File: src/rtl/ad1xx_pkg.sv
// Shared definitions for the ad1xx load/store unit: access-size codes, FSM states
// and the size-to-byte-count helper.
package ad1xx_pkg;

  localparam logic [1:0] SZ_B = 2'd0;
  localparam logic [1:0] SZ_H = 2'd1;
  localparam logic [1:0] SZ_W = 2'd2;
  localparam logic [1:0] SZ_D = 2'd3;

  typedef enum logic [1:0] {
    ST_IDLE  = 2'd0,
    ST_BEAT1 = 2'd1,
    ST_BEAT2 = 2'd2,
    ST_RESP  = 2'd3
  } lsu_state_t;

  function automatic logic [3:0] size_bytes(input logic [1:0] size);
    return 4'd1 << size;
  endfunction

endpackage

File: src/rtl/ad1xx_lsu_if.sv
// CPU request/response and data-memory beat signals of the load/store unit.
// slave is the LSU view; master is the CPU plus memory environment.
interface ad1xx_lsu_if #(
  parameter int XLEN   = 32,
  parameter int ADDR_W = 32
);
  logic              req_valid;
  logic              req_ready;
  logic              req_we;
  logic [1:0]        req_size;
  logic              req_unsigned;
  logic [ADDR_W-1:0] req_addr;
  logic [XLEN-1:0]   req_wdata;
  logic              rsp_valid;
  logic [XLEN-1:0]   rsp_rdata;
  logic              rsp_fault;
  logic              mem_valid;
  logic              mem_ready;
  logic              mem_we;
  logic [ADDR_W-1:0] mem_addr;
  logic [XLEN/8-1:0] mem_be;
  logic [XLEN-1:0]   mem_wdata;
  logic [XLEN-1:0]   mem_rdata;

  modport slave (
    input  req_valid, req_we, req_size, req_unsigned, req_addr, req_wdata,
    input  mem_ready, mem_rdata,
    output req_ready, rsp_valid, rsp_rdata, rsp_fault,
    output mem_valid, mem_we, mem_addr, mem_be, mem_wdata
  );

  modport master (
    output req_valid, req_we, req_size, req_unsigned, req_addr, req_wdata,
    output mem_ready, mem_rdata,
    input  req_ready, rsp_valid, rsp_rdata, rsp_fault,
    input  mem_valid, mem_we, mem_addr, mem_be, mem_wdata
  );
endinterface

File: src/rtl/ad1xx_lane_align.sv
// Combinational byte-lane steering: byte enables and write data for both beats,
// and the two-beat load merge with sign/zero extension.
module ad1xx_lane_align
  import ad1xx_pkg::*;
#(
  parameter  int XLEN  = 32,
  localparam int B     = XLEN / 8,
  localparam int OFF_W = $clog2(B)
) (
  input  logic [OFF_W-1:0] i_off,
  input  logic [1:0]       i_size,
  input  logic             i_unsigned,
  input  logic [XLEN-1:0]  i_wdata,
  input  logic [XLEN-1:0]  i_rdata1,
  input  logic [XLEN-1:0]  i_rdata2,
  output logic             o_cross,
  output logic [B-1:0]     o_be1,
  output logic [B-1:0]     o_be2,
  output logic [XLEN-1:0]  o_wdata1,
  output logic [XLEN-1:0]  o_wdata2,
  output logic [XLEN-1:0]  o_rdata
);
  logic [3:0]        w_nbytes;
  logic [B-1:0]      w_nmask;
  logic [2*B-1:0]    w_mask;
  logic [2*XLEN-1:0] w_wide_wdata;
  logic [XLEN-1:0]   w_merged;
  logic              w_sign;

  assign w_nbytes = size_bytes(i_size);
  assign o_cross  = (int'(i_off) + int'(w_nbytes)) > B;

  // Unshifted enable mask: one bit per accessed byte, saturating at the full bus.
  always_comb begin
    w_nmask = '0;
    for (int i = 0; i < B; i++) begin
      if (i < int'(w_nbytes)) w_nmask[i] = 1'b1;
      else                    w_nmask[i] = 1'b0;
    end
  end

  // Double-width shifts: the low half is beat 1, the spill-over high half is beat 2.
  assign w_mask       = {{B{1'b0}}, w_nmask} << i_off;
  assign o_be1        = w_mask[B-1:0];
  assign o_be2        = w_mask[2*B-1:B];
  assign w_wide_wdata = {{XLEN{1'b0}}, i_wdata} << {i_off, 3'b000};
  assign o_wdata1     = w_wide_wdata[XLEN-1:0];
  assign o_wdata2     = w_wide_wdata[2*XLEN-1:XLEN];
  assign w_merged     = XLEN'({i_rdata2, i_rdata1} >> {i_off, 3'b000});

  // Keep the low n bytes, then replicate the last kept bit unless zero-extending.
  always_comb begin
    w_sign  = 1'b0;
    o_rdata = '0;
    for (int i = 0; i < XLEN; i++) begin
      if (i < 8 * int'(w_nbytes)) begin
        o_rdata[i] = w_merged[i];
        w_sign     = w_merged[i];
      end else begin
        o_rdata[i] = w_sign & ~i_unsigned;
      end
    end
  end
endmodule

File: src/rtl/ad1xx_lsu.sv
// Load/store unit: accepts one request, issues one or two byte-enabled memory
// beats (or faults), and returns the extended load data as a one-cycle pulse.
module ad1xx_lsu
  import ad1xx_pkg::*;
#(
  parameter int XLEN             = 32,
  parameter int ADDR_W           = 32,
  parameter bit ALLOW_MISALIGNED = 1'b1
) (
  input  logic       clk,
  input  logic       rst_n,
  ad1xx_lsu_if.slave bus
);
  localparam int B     = XLEN / 8;
  localparam int OFF_W = $clog2(B);

  lsu_state_t        r_state;
  lsu_state_t        w_next;
  logic              r_req_ready;
  logic              r_we;
  logic              r_unsigned;
  logic              r_cross;
  logic [1:0]        r_size;
  logic [OFF_W-1:0]  r_off;
  logic [XLEN-1:0]   r_wdata;
  logic [XLEN-1:0]   r_rdata1;
  logic              r_mem_valid;
  logic              r_mem_we;
  logic [ADDR_W-1:0] r_mem_addr;
  logic [B-1:0]      r_mem_be;
  logic [XLEN-1:0]   r_mem_wdata;
  logic              r_rsp_valid;
  logic              r_rsp_fault;
  logic [XLEN-1:0]   r_rsp_rdata;

  logic              w_idle;
  logic              w_beat2;
  logic [OFF_W-1:0]  w_off;
  logic [1:0]        w_size;
  logic              w_unsigned;
  logic [XLEN-1:0]   w_wdata;
  logic [XLEN-1:0]   w_rd1;
  logic [XLEN-1:0]   w_rd2;
  logic              w_cross;
  logic              w_fault;
  logic [B-1:0]      w_be1;
  logic [B-1:0]      w_be2;
  logic [XLEN-1:0]   w_wdata1;
  logic [XLEN-1:0]   w_wdata2;
  logic [XLEN-1:0]   w_rdata;
  logic [ADDR_W-1:0] w_base;

  assign w_idle  = (r_state == ST_IDLE);
  assign w_beat2 = (r_state == ST_BEAT2);

  // The aligner sees the live request only while idle; after that, the captured copy.
  assign w_off      = w_idle ? bus.req_addr[OFF_W-1:0] : r_off;
  assign w_size     = w_idle ? bus.req_size            : r_size;
  assign w_unsigned = w_idle ? bus.req_unsigned        : r_unsigned;
  assign w_wdata    = w_idle ? bus.req_wdata           : r_wdata;
  assign w_rd1      = w_beat2 ? r_rdata1 : bus.mem_rdata;
  assign w_rd2      = w_beat2 ? bus.mem_rdata : {XLEN{1'b0}};
  assign w_base     = {bus.req_addr[ADDR_W-1:OFF_W], {OFF_W{1'b0}}};
  assign w_fault    = ((bus.req_size == SZ_D) && (XLEN != 64)) ||
                      (w_cross && !ALLOW_MISALIGNED);

  ad1xx_lane_align #(.XLEN(XLEN)) u_align (
    .i_off      (w_off),
    .i_size     (w_size),
    .i_unsigned (w_unsigned),
    .i_wdata    (w_wdata),
    .i_rdata1   (w_rd1),
    .i_rdata2   (w_rd2),
    .o_cross    (w_cross),
    .o_be1      (w_be1),
    .o_be2      (w_be2),
    .o_wdata1   (w_wdata1),
    .o_wdata2   (w_wdata2),
    .o_rdata    (w_rdata)
  );

  // Next-state decode.
  always_comb begin
    w_next = r_state;
    case (r_state)
      ST_IDLE: begin
        if (bus.req_valid) w_next = w_fault ? ST_RESP : ST_BEAT1;
        else               w_next = ST_IDLE;
      end
      ST_BEAT1: begin
        if (bus.mem_ready) w_next = r_cross ? ST_BEAT2 : ST_RESP;
        else               w_next = ST_BEAT1;
      end
      ST_BEAT2: begin
        if (bus.mem_ready) w_next = ST_RESP;
        else               w_next = ST_BEAT2;
      end
      ST_RESP: w_next = ST_IDLE;
      default: w_next = ST_IDLE;
    endcase
  end

  // State register.
  always_ff @(posedge clk or negedge rst_n) begin
    if (!rst_n) r_state <= ST_IDLE;
    else        r_state <= w_next;
  end

  // Request capture, memory-beat and response registers.
  always_ff @(posedge clk or negedge rst_n) begin
    if (!rst_n) begin
      r_req_ready <= 1'b1;
      r_we        <= 1'b0;
      r_unsigned  <= 1'b0;
      r_cross     <= 1'b0;
      r_size      <= 2'd0;
      r_off       <= '0;
      r_wdata     <= '0;
      r_rdata1    <= '0;
      r_mem_valid <= 1'b0;
      r_mem_we    <= 1'b0;
      r_mem_addr  <= '0;
      r_mem_be    <= '0;
      r_mem_wdata <= '0;
      r_rsp_valid <= 1'b0;
      r_rsp_fault <= 1'b0;
      r_rsp_rdata <= '0;
    end else begin
      r_req_ready <= (w_next == ST_IDLE);
      r_mem_valid <= (w_next == ST_BEAT1) || (w_next == ST_BEAT2);
      r_rsp_valid <= (w_next == ST_RESP);
      r_rsp_fault <= w_idle && (w_next == ST_RESP);
      r_rsp_rdata <= (!w_idle && (w_next == ST_RESP) && !r_we) ? w_rdata : {XLEN{1'b0}};
      if (w_idle && bus.req_valid) begin
        r_we       <= bus.req_we;
        r_unsigned <= bus.req_unsigned;
        r_cross    <= w_cross;
        r_size     <= bus.req_size;
        r_off      <= bus.req_addr[OFF_W-1:0];
        r_wdata    <= bus.req_wdata;
        if (!w_fault) begin
          r_mem_we    <= bus.req_we;
          r_mem_addr  <= w_base;
          r_mem_be    <= w_be1;
          r_mem_wdata <= w_wdata1;
        end else begin
          r_mem_we <= 1'b0;
        end
      end else if ((r_state == ST_BEAT1) && bus.mem_ready && r_cross) begin
        r_rdata1    <= bus.mem_rdata;
        r_mem_addr  <= r_mem_addr + ADDR_W'(B);
        r_mem_be    <= w_be2;
        r_mem_wdata <= w_wdata2;
      end else begin
        r_rdata1 <= r_rdata1;
      end
    end
  end

  assign bus.req_ready = r_req_ready;
  assign bus.rsp_valid = r_rsp_valid;
  assign bus.rsp_fault = r_rsp_fault;
  assign bus.rsp_rdata = r_rsp_rdata;
  assign bus.mem_valid = r_mem_valid;
  assign bus.mem_we    = r_mem_we;
  assign bus.mem_addr  = r_mem_addr;
  assign bus.mem_be    = r_mem_be;
  assign bus.mem_wdata = r_mem_wdata;
endmodule
File: src/flat_wrapper.sv
// flat-port wrapper written by rule: the top's interface ports become plain ports
module ad1xx_lsu_flat import ad1xx_pkg::*;
#(
  parameter int XLEN             = 32,
  parameter int ADDR_W           = 32,
  parameter bit ALLOW_MISALIGNED = 1'b1
)
  (clk, rst_n, bus_req_valid, bus_req_we, bus_req_size, bus_req_unsigned, bus_req_addr, bus_req_wdata, bus_mem_ready, bus_mem_rdata, bus_req_ready, bus_rsp_valid, bus_rsp_rdata, bus_rsp_fault, bus_mem_valid, bus_mem_we, bus_mem_addr, bus_mem_be, bus_mem_wdata);
  ad1xx_lsu_if #(.XLEN(XLEN), .ADDR_W(ADDR_W)) bus_i ();
  input  logic clk;
  input  logic rst_n;
  input wire logic [$bits(bus_i.req_valid)-1:0] bus_req_valid;
  input wire logic [$bits(bus_i.req_we)-1:0] bus_req_we;
  input wire logic [$bits(bus_i.req_size)-1:0] bus_req_size;
  input wire logic [$bits(bus_i.req_unsigned)-1:0] bus_req_unsigned;
  input wire logic [$bits(bus_i.req_addr)-1:0] bus_req_addr;
  input wire logic [$bits(bus_i.req_wdata)-1:0] bus_req_wdata;
  input wire logic [$bits(bus_i.mem_ready)-1:0] bus_mem_ready;
  input wire logic [$bits(bus_i.mem_rdata)-1:0] bus_mem_rdata;
  output wire logic [$bits(bus_i.req_ready)-1:0] bus_req_ready;
  output wire logic [$bits(bus_i.rsp_valid)-1:0] bus_rsp_valid;
  output wire logic [$bits(bus_i.rsp_rdata)-1:0] bus_rsp_rdata;
  output wire logic [$bits(bus_i.rsp_fault)-1:0] bus_rsp_fault;
  output wire logic [$bits(bus_i.mem_valid)-1:0] bus_mem_valid;
  output wire logic [$bits(bus_i.mem_we)-1:0] bus_mem_we;
  output wire logic [$bits(bus_i.mem_addr)-1:0] bus_mem_addr;
  output wire logic [$bits(bus_i.mem_be)-1:0] bus_mem_be;
  output wire logic [$bits(bus_i.mem_wdata)-1:0] bus_mem_wdata;
  assign bus_i.req_valid = bus_req_valid;
  assign bus_i.req_we = bus_req_we;
  assign bus_i.req_size = bus_req_size;
  assign bus_i.req_unsigned = bus_req_unsigned;
  assign bus_i.req_addr = bus_req_addr;
  assign bus_i.req_wdata = bus_req_wdata;
  assign bus_i.mem_ready = bus_mem_ready;
  assign bus_i.mem_rdata = bus_mem_rdata;
  assign bus_req_ready = bus_i.req_ready;
  assign bus_rsp_valid = bus_i.rsp_valid;
  assign bus_rsp_rdata = bus_i.rsp_rdata;
  assign bus_rsp_fault = bus_i.rsp_fault;
  assign bus_mem_valid = bus_i.mem_valid;
  assign bus_mem_we = bus_i.mem_we;
  assign bus_mem_addr = bus_i.mem_addr;
  assign bus_mem_be = bus_i.mem_be;
  assign bus_mem_wdata = bus_i.mem_wdata;
  ad1xx_lsu #(.XLEN(XLEN), .ADDR_W(ADDR_W), .ALLOW_MISALIGNED(ALLOW_MISALIGNED)) u_core (.clk(clk), .rst_n(rst_n), .bus(bus_i));
endmodule
File: config.mk
export PLATFORM = sky130hd
export DESIGN_NAME = ad1xx_lsu_flat
export DESIGN_NICKNAME = d
export VERILOG_FILES = /design/src/rtl/ad1xx_pkg.sv /design/src/rtl/ad1xx_lsu_if.sv /design/src/rtl/ad1xx_lane_align.sv /design/src/rtl/ad1xx_lsu.sv /design/src/flat_wrapper.sv
export SDC_FILE = /design/constraint.sdc
export NUM_CORES = 1
export LEC_CHECK = 0
export CAP_MARGIN = 10
export CORE_ASPECT_RATIO = 0.75
export CORE_MARGIN = 3
export CORE_UTILIZATION = 57
export DETAILED_ROUTE_END_ITERATION = 6
export GPL_TIMING_DRIVEN = 0
export PLACE_DENSITY = 0.87
export RECOVER_POWER = 50
export SYNTH_ARGS = -nofsm -noshare
export SYNTH_HDL_FRONTEND = slang
export SYNTH_SLANG_ARGS = --single-unit
File: constraint.sdc
create_clock -name clk -period 5 [get_ports clk]
set_clock_uncertainty 0.1 [all_clocks]
set_input_delay 1 -clock clk [delete_from_list [all_inputs] [get_ports clk]]
set_output_delay 1 -clock clk [all_outputs]
set_load 0.05 [all_outputs]
### After elaboration in Yosys (flattened, before gate mapping)

Index checks and enable logic that the tools add are counted.

| word-level totals | value |
|---|---|
| register bits | 178 |
| output and inout bits | 105 |
| input bits | 104 |
| logic and storage cells | 204 |

| cells by class | value |
|---|---|
| bitwise gates (word level) | 33 |
| order comparisons | 37 |
| add/sub/neg operators | 2 |
| multiplexer cells | 89 |
| equal/unequal tests | 8 |
| reduce and logical (&&, ||, !) cells | 14 |
| shifts and indexed selects | 4 |

Operators by type and width:

| kind | number |
|---|---|
| $mux W32 | 10 |
| $lt A5 B7 Y1 const A | 16 |
| $mux W1 | 70 |
| $shl A32 B5 Y64 | 1 |
| $shr A64 B5 Y32 | 1 |
| $lt A4 B7 Y1 const A | 8 |
| $add A32 B3 Y32 const B | 1 |
| $and A1 B1 Y1 | 31 |
| $lt A3 B7 Y1 const A | 4 |
| $lt A1 B7 Y1 const A | 2 |
| $lt A2 B7 Y1 const A | 2 |
| $mux W4 | 3 |
| $eq A2 B2 Y1 const B | 5 |
| $mux W2 | 5 |
| $lt A1 B4 Y1 const A | 2 |
| $lt A2 B4 Y1 const A | 2 |
| $pmux W2 S4 | 1 |
| $shl A4 B2 Y8 | 1 |
| $logic_and A1 B1 Y1 | 6 |
| $add A2 B4 Y5 | 1 |
| $gt A5 B3 Y1 const B | 1 |
| $eq A2 B1 Y1 const B | 2 |
| $logic_not A2 Y1 | 2 |
| $reduce_and A2 Y1 | 2 |
| other kinds (6) | 8 |

### Logic depth before layout (Yosys ltp)

| logic depth | value |
|---|---|
| word-level depth | 38 |
| mapped depth | 13 |
| depth with buffers taken out | 9 |

### By module

A second synthesis with hierarchy kept.

| unflattened totals | value |
|---|---|
| cells, all modules | 1,195 |
| area total of the unflattened synthesis | 10,585.2 um2 |

By module, submodules not included:

| module | cells each | seq. area each (um2) | area an instance (um2) | times used |
|---|---|---|---|---|
| ad1xx_lsu | 940 | 4,405.5 | 8,518.2 | 1 |
| ad1xx_lane_align | 255 | 0.0 | 2,067.0 | 1 |

### Worst setup path before layout

Ideal clock, no wire load.

| path | value |
|---|---|
| path type | input-to-reg |
| from | input port bus_req_size[0] |
| to | register u_core.r_cross |
| data required time | 4,764 ps |
| slack | 1,882 ps |
| setup time | 136 ps |
| cell stages on the path | 10 |
| arrival time | 2,882 ps |
| buffers on the path | 2 |
| cells stage by stage | or4_4 > o31ai_2 > buf_4 > buf_2 > ha_1 > inv_1 > fa_1 > nand2b_1 > a21oi_1 > o21ai_0 |

| between the ends | value |
|---|---|
| longest elaborated chain between the ends | 4 |

Ends and longest elaborated chain:

| element | RTL line | source |
|---|---|---|
| start, declared | flat_wrapper.sv:14 | `input wire logic [$bits(bus_i.req_size)-1:0] bus_req_size;` |
| $mux W2 | ad1xx_lsu.sv:58 | `assign w_size = w_idle ? bus.req_size : r_size;` |
| $shl A1 B2 Y4 | ad1xx_pkg.sv:18 | `return 4'd1 << size;` |
| $add A2 B4 Y5 | ad1xx_lane_align.sv:31 | `assign o_cross = (int'(i_off) + int'(w_nbytes)) > B;` |
| $gt A5 B3 Y1 | ad1xx_lane_align.sv:31 |  |
| end signal, assigned | ad1xx_lsu.sv:137 | `r_cross <= w_cross;` |
| end, declared | ad1xx_lsu.sv:22 | `logic r_cross;` |

Every way passes these cells.
A chain may end at the register's enable or synchronous reset.

### Final worst setup path

| path | value |
|---|---|
| from | register u_core.r_state[1] |
| to | register u_core.r_rsp_rdata[22] (netlist: u_core.bus.rsp_rdata[22]) |

| between the ends | value |
|---|---|
| elaborated cells on any way between the ends | 65 |
| those cells by class | 23 x order compare; 4 x eq/ne; 2 x shift; 30 x mux; 2 x bitwise; 4 x reduce/logical |

RTL lines:

| element | RTL line | source |
|---|---|---|
| start, declared | ad1xx_lsu.sv:17 | `lsu_state_t r_state;` |
| start signal, assigned | ad1xx_lsu.sv:106 | `else r_state <= w_next;` |
| $eq A2 B2 Y1, or another cell as far along | ad1xx_lsu.sv:85 | `case (r_state)` |
| $pmux W2 S4 * | ad1xx_lsu.sv:85 |  |
| net u_core.w_next[1] | ad1xx_lsu.sv:18 | `lsu_state_t w_next;` |
| $eq A2 B2 Y1 * | ad1xx_lsu.sv:133 | `r_rsp_rdata <= (!w_idle && (w_next == ST_RESP) && !r_we) ? w_rdata : {XLEN{1'b0}};` |
| $logic_and A1 B1 Y1 * (2 in series) | ad1xx_lsu.sv:133 |  |
| $mux W32 * | ad1xx_lsu.sv:133 |  |
| end signal, assigned | ad1xx_lsu.sv:133 |  |
| end, declared | ad1xx_lsu.sv:34 | `logic [XLEN-1:0] r_rsp_rdata;` |

Mark *: on every way through the listed nets, which the timed path passes. The rest lies on a longest branch.

==> results.json <==
{
  "drcViolationCount": 0,
  "p_leak_nw": 5.70,
  "viasPerCell": 6.79,
  "area_growth_pct": 28.9,
  "worst_slew_pin_slew_ns": 2.72,
  "synth_edf_count": 0,
  "yosysMostFrequentCell": "nand2_1",
  "fin_tns_setup_ns": 0,
  "grt_use_total": 0.403,
  "p_seq_frac": 0.243,
  "num_antenna_cells": 0,
  "p_sw_mw": 5.58,
  "pwr-share-clk": 0.137,
  "post-place-ws_ns": 0.724,
  "switching_share": 0.527,
  "critPathMaxStageDelay_ns": 0.93,
  "std_cell_rows": 42,
  "dpl.hpwl_mm": 29.8,
  "grt_pass1_vias": 10448,
  "port_buffers": 206,
  "cts_setup_buffers": 0,
  "drt_iter0_markers": 1786,
  "fillers": 1318,
  "routed-wl-met3_mm": 6.76,
  "dr_total_vias": 11143,
  "clk_pin_slew_ns": 0.07,
  "synth-seq-area-share": 0.424,
  "cp.arrival_ns": 4.37,
  "dr_wl_met2_mm": 16.5,
  "yosys_warnings": 0,
  "syn-cell-area_mm2": 0.0104,
  "stdcell_count": 1642,
  "outcome": "finished, violations left",
  "fin_crit_sh": 0.825,
  "die_area_mm2": 0.0199,
  "routed.top_layer": "met4",
  "initial_core_util": 0.584,
  "ant_nets": 0,
  "drt_wl_total_mm": 40.3,
  "ys.flop_type": "dfrtp_1",
  "cts-resized-gates": 0,
  "finalWorstSetupSlack_ns": 0.877,
  "r2r_slack_ns": 0.88,
  "cts_tree": "built",
  "min_period_ns": 4.12,
  "p_comb_frac": 0.620,
  "rsz0062_at_grt": "no",
  "crit_path_top_delay_cell": "nor3b_1",
  "holdWs_ns": 0.379,
  "wl_met1_mm": 15.9,
  "first_pass_iters": 6,
  "synth_top_cell_area_share": 0.422,
  "cts_root_buf": "clkbuf_16",
  "routedWlPerCell_um": 24.6,
  "path_delay_family": "compound AO/OA/AOI/OAI gates",
  "violations": "max-capacitance violations, max-slew violations",
  "syn_inst": 1160,
  "place_inst": 1610,
  "nets": 1497,
  "synth_area_leaders": "dfrtp_1 (42%), nand2_1 (8.5%), mux2_2 (5.3%)",
  "die_w_um": 162,
  "drive_gt1_frac": 0.110,
  "worstPathMaxFanout": 10,
  "hold_viol_final": 0,
  "fmax_mhz": 243,
  "relSlewSlack": -0.816,
  "max_cap_viol_count": 1,
  "cts_sinks": 176,
  "synth_common_cells": "nand2_1 (234), dfrtp_1 (175), a21oi_1 (82), o21ai_0 (61), nor2_1 (57)",
  "htreeDepth": 4,
  "cp.required_ns": 5.25,
  "ys_async_sr_fraction": 1.00,
  "hp-class": "flop to flop",
  "ir_drop_v": 0.000460,
  "path_class": "flop to flop",
  "crit_path_end_kind": "flop",
  "design.core.area_mm2": 0.0178,
  "grt_pass1_wl_mm": 60.8,
  "yosysTopAreaCell": "dfrtp_1",
  "die_y_um": 123,
  "p_int_mw": 5.01,
  "cp_num_buf_inv": 3,
  "num_io_pins": 209,
  "clk_latency_ns": 0.44,
  "syn_avg_cell_area_um2": 8.95,
  "synth_seq_cells": 176,
  "cp_cell_sequence": "buf_6, nor2_1, clkbuf_1, clkbuf_1, a22oi_1, ha_1, nor3b_1, o21ai_0, a21oi_1",
  "grt_max_degree": 110,
  "gp_congestion": 1.01,
  "synth_cell_type_count": 87,
  "setup_viol": 0,
  "grt-ovfl-total": 0,
  "slew_violations": 110,
  "p_per_area_mw_per_mm2": 792,
  "cts_hold_buf": 0,
  "cp-start-kind": "flop",
  "crit_path_frequent_cell": "clkbuf_1",
  "dpl-instance-area_mm2": 0.0128,
  "fin_area_mm2": 0.0134,
  "cts-buffers-inserted": 17,
  "clk_path_buf_depth": 2,
  "grt_antenna_before_repair": 0
}
==> power by group through the flow <==
stage	combinational [mW]	sequential (mW)	clock, mW
global route	6.88	2.63	1.50
finish	6.56	2.57	1.45
CTS	6.39	2.54	1.45
floorplan	2.92	3.74	0
global placement	6.24	2.53	0
detailed placement	6.34	2.56	0
==> sequential cells by signal (all words and copies together), names as in the netlist <==
register	count
u_core.bus.rsp_rdata	32
u_core.bus.mem_we	1
u_core.r_we	1
u_core.r_rdata1	32
u_core.r_unsigned	1
u_core.bus.mem_addr	30
u_core.bus.mem_be	4
u_core.r_cross	1
u_core.bus.req_ready	1
u_core.r_wdata	32
u_core.r_size	2
u_core.bus.rsp_valid	1
u_core.bus.mem_valid	1
u_core.bus.mem_wdata	32
u_core.r_state	2
u_core.r_off	2
u_core.bus.rsp_fault	1
==> metal layers <==
metal,vias up,GRT usage
li1,4693,-
met1,5275,0.581
met2,1025,0.562
met3,150,0.154
met4,0,0.125
met5,-,0
==> worst register-to-register path: cells and delay by family, from the launching register on <==
kind                       cells  cell delay [ns]
AOI/OAI and AO/OA              3             1.19
adders and majority gates      1             0.29
buffers and inverters          3             0.97
DFF                            1             0.46
and+or+nand+nor                2             1.03
==> final timing paths <==
path | start | end | depth (start not counted)
worst max-delay path | u_core.r_state[1] | u_core.bus.rsp_rdata[22] | 9
worst min register to register | u_core.bus.mem_wdata[21] | u_core.bus.mem_wdata[21] | 2
worst min-delay path | u_core.bus.mem_wdata[21] | u_core.bus.mem_wdata[21] | 2
max in group asynchronous | rst_n | u_core.r_rdata1[31] | 2
min in group asynchronous | rst_n | u_core.bus.mem_addr[9] | 1
worst max register to register | u_core.r_state[1] | u_core.bus.rsp_rdata[22] | 9
==> cells by family after synthesis <==
logic type / after synthesis / synth area share
compound gates: 323 / 0.211
other cells: 1 / 0.000361
flops: 176 / 0.424
xor+xnor: 1 / 0.000844
simple gates: 443 / 0.204
buf+inv: 111 / 0.0498
mux: 99 / 0.101
fa+ha+maj: 6 / 0.00795
==> cells in the final DEF (no fill, tap or decap), types with 10 or more instances in the layout <==
master           instances
dfrtp_1                175
and3b_1                 12
clkdlybuf4s50_1        195
clkbuf_1                48
o21ai_0                 61
a211oi_1                56
a221oi_1                21
a21oi_1                 82
nor2_1                  58
nor2b_1                 18
mux2_2                  49
nand3_1                 50
a31oi_1                 10
nand4_1                 14
a32oi_1                 11
mux2i_1                 50
inv_1                   11
clkbuf_16               17
buf_2                   33
dlygate4sd3_1           10
nand2_1                234
==> metrics by stage <==
step | power (mW) | utilization
final | 10.6 | 0.753
after floorplan | 6.66 | -
after global routing | 11.0 | 0.753
after CTS | 10.4 | 0.755
after global placement | 8.76 | 0.718
after detailed placement | 8.91 | 0.720
==> layout make-up <==
class                           count  area [um2]  share of cell area
Tap cell                          242         303              0.0226
Clock buffer                       20         457              0.0341
Inverter                           13        48.8             0.00365
Buffer                             98         465              0.0348
Timing Repair Buffer              207        2070               0.155
Clock inverter                     12         171              0.0128
Sequential cell                   176        4410               0.329
Multi-Input combinational cell    874        5450               0.408
(Power assumes the default switching activity.)
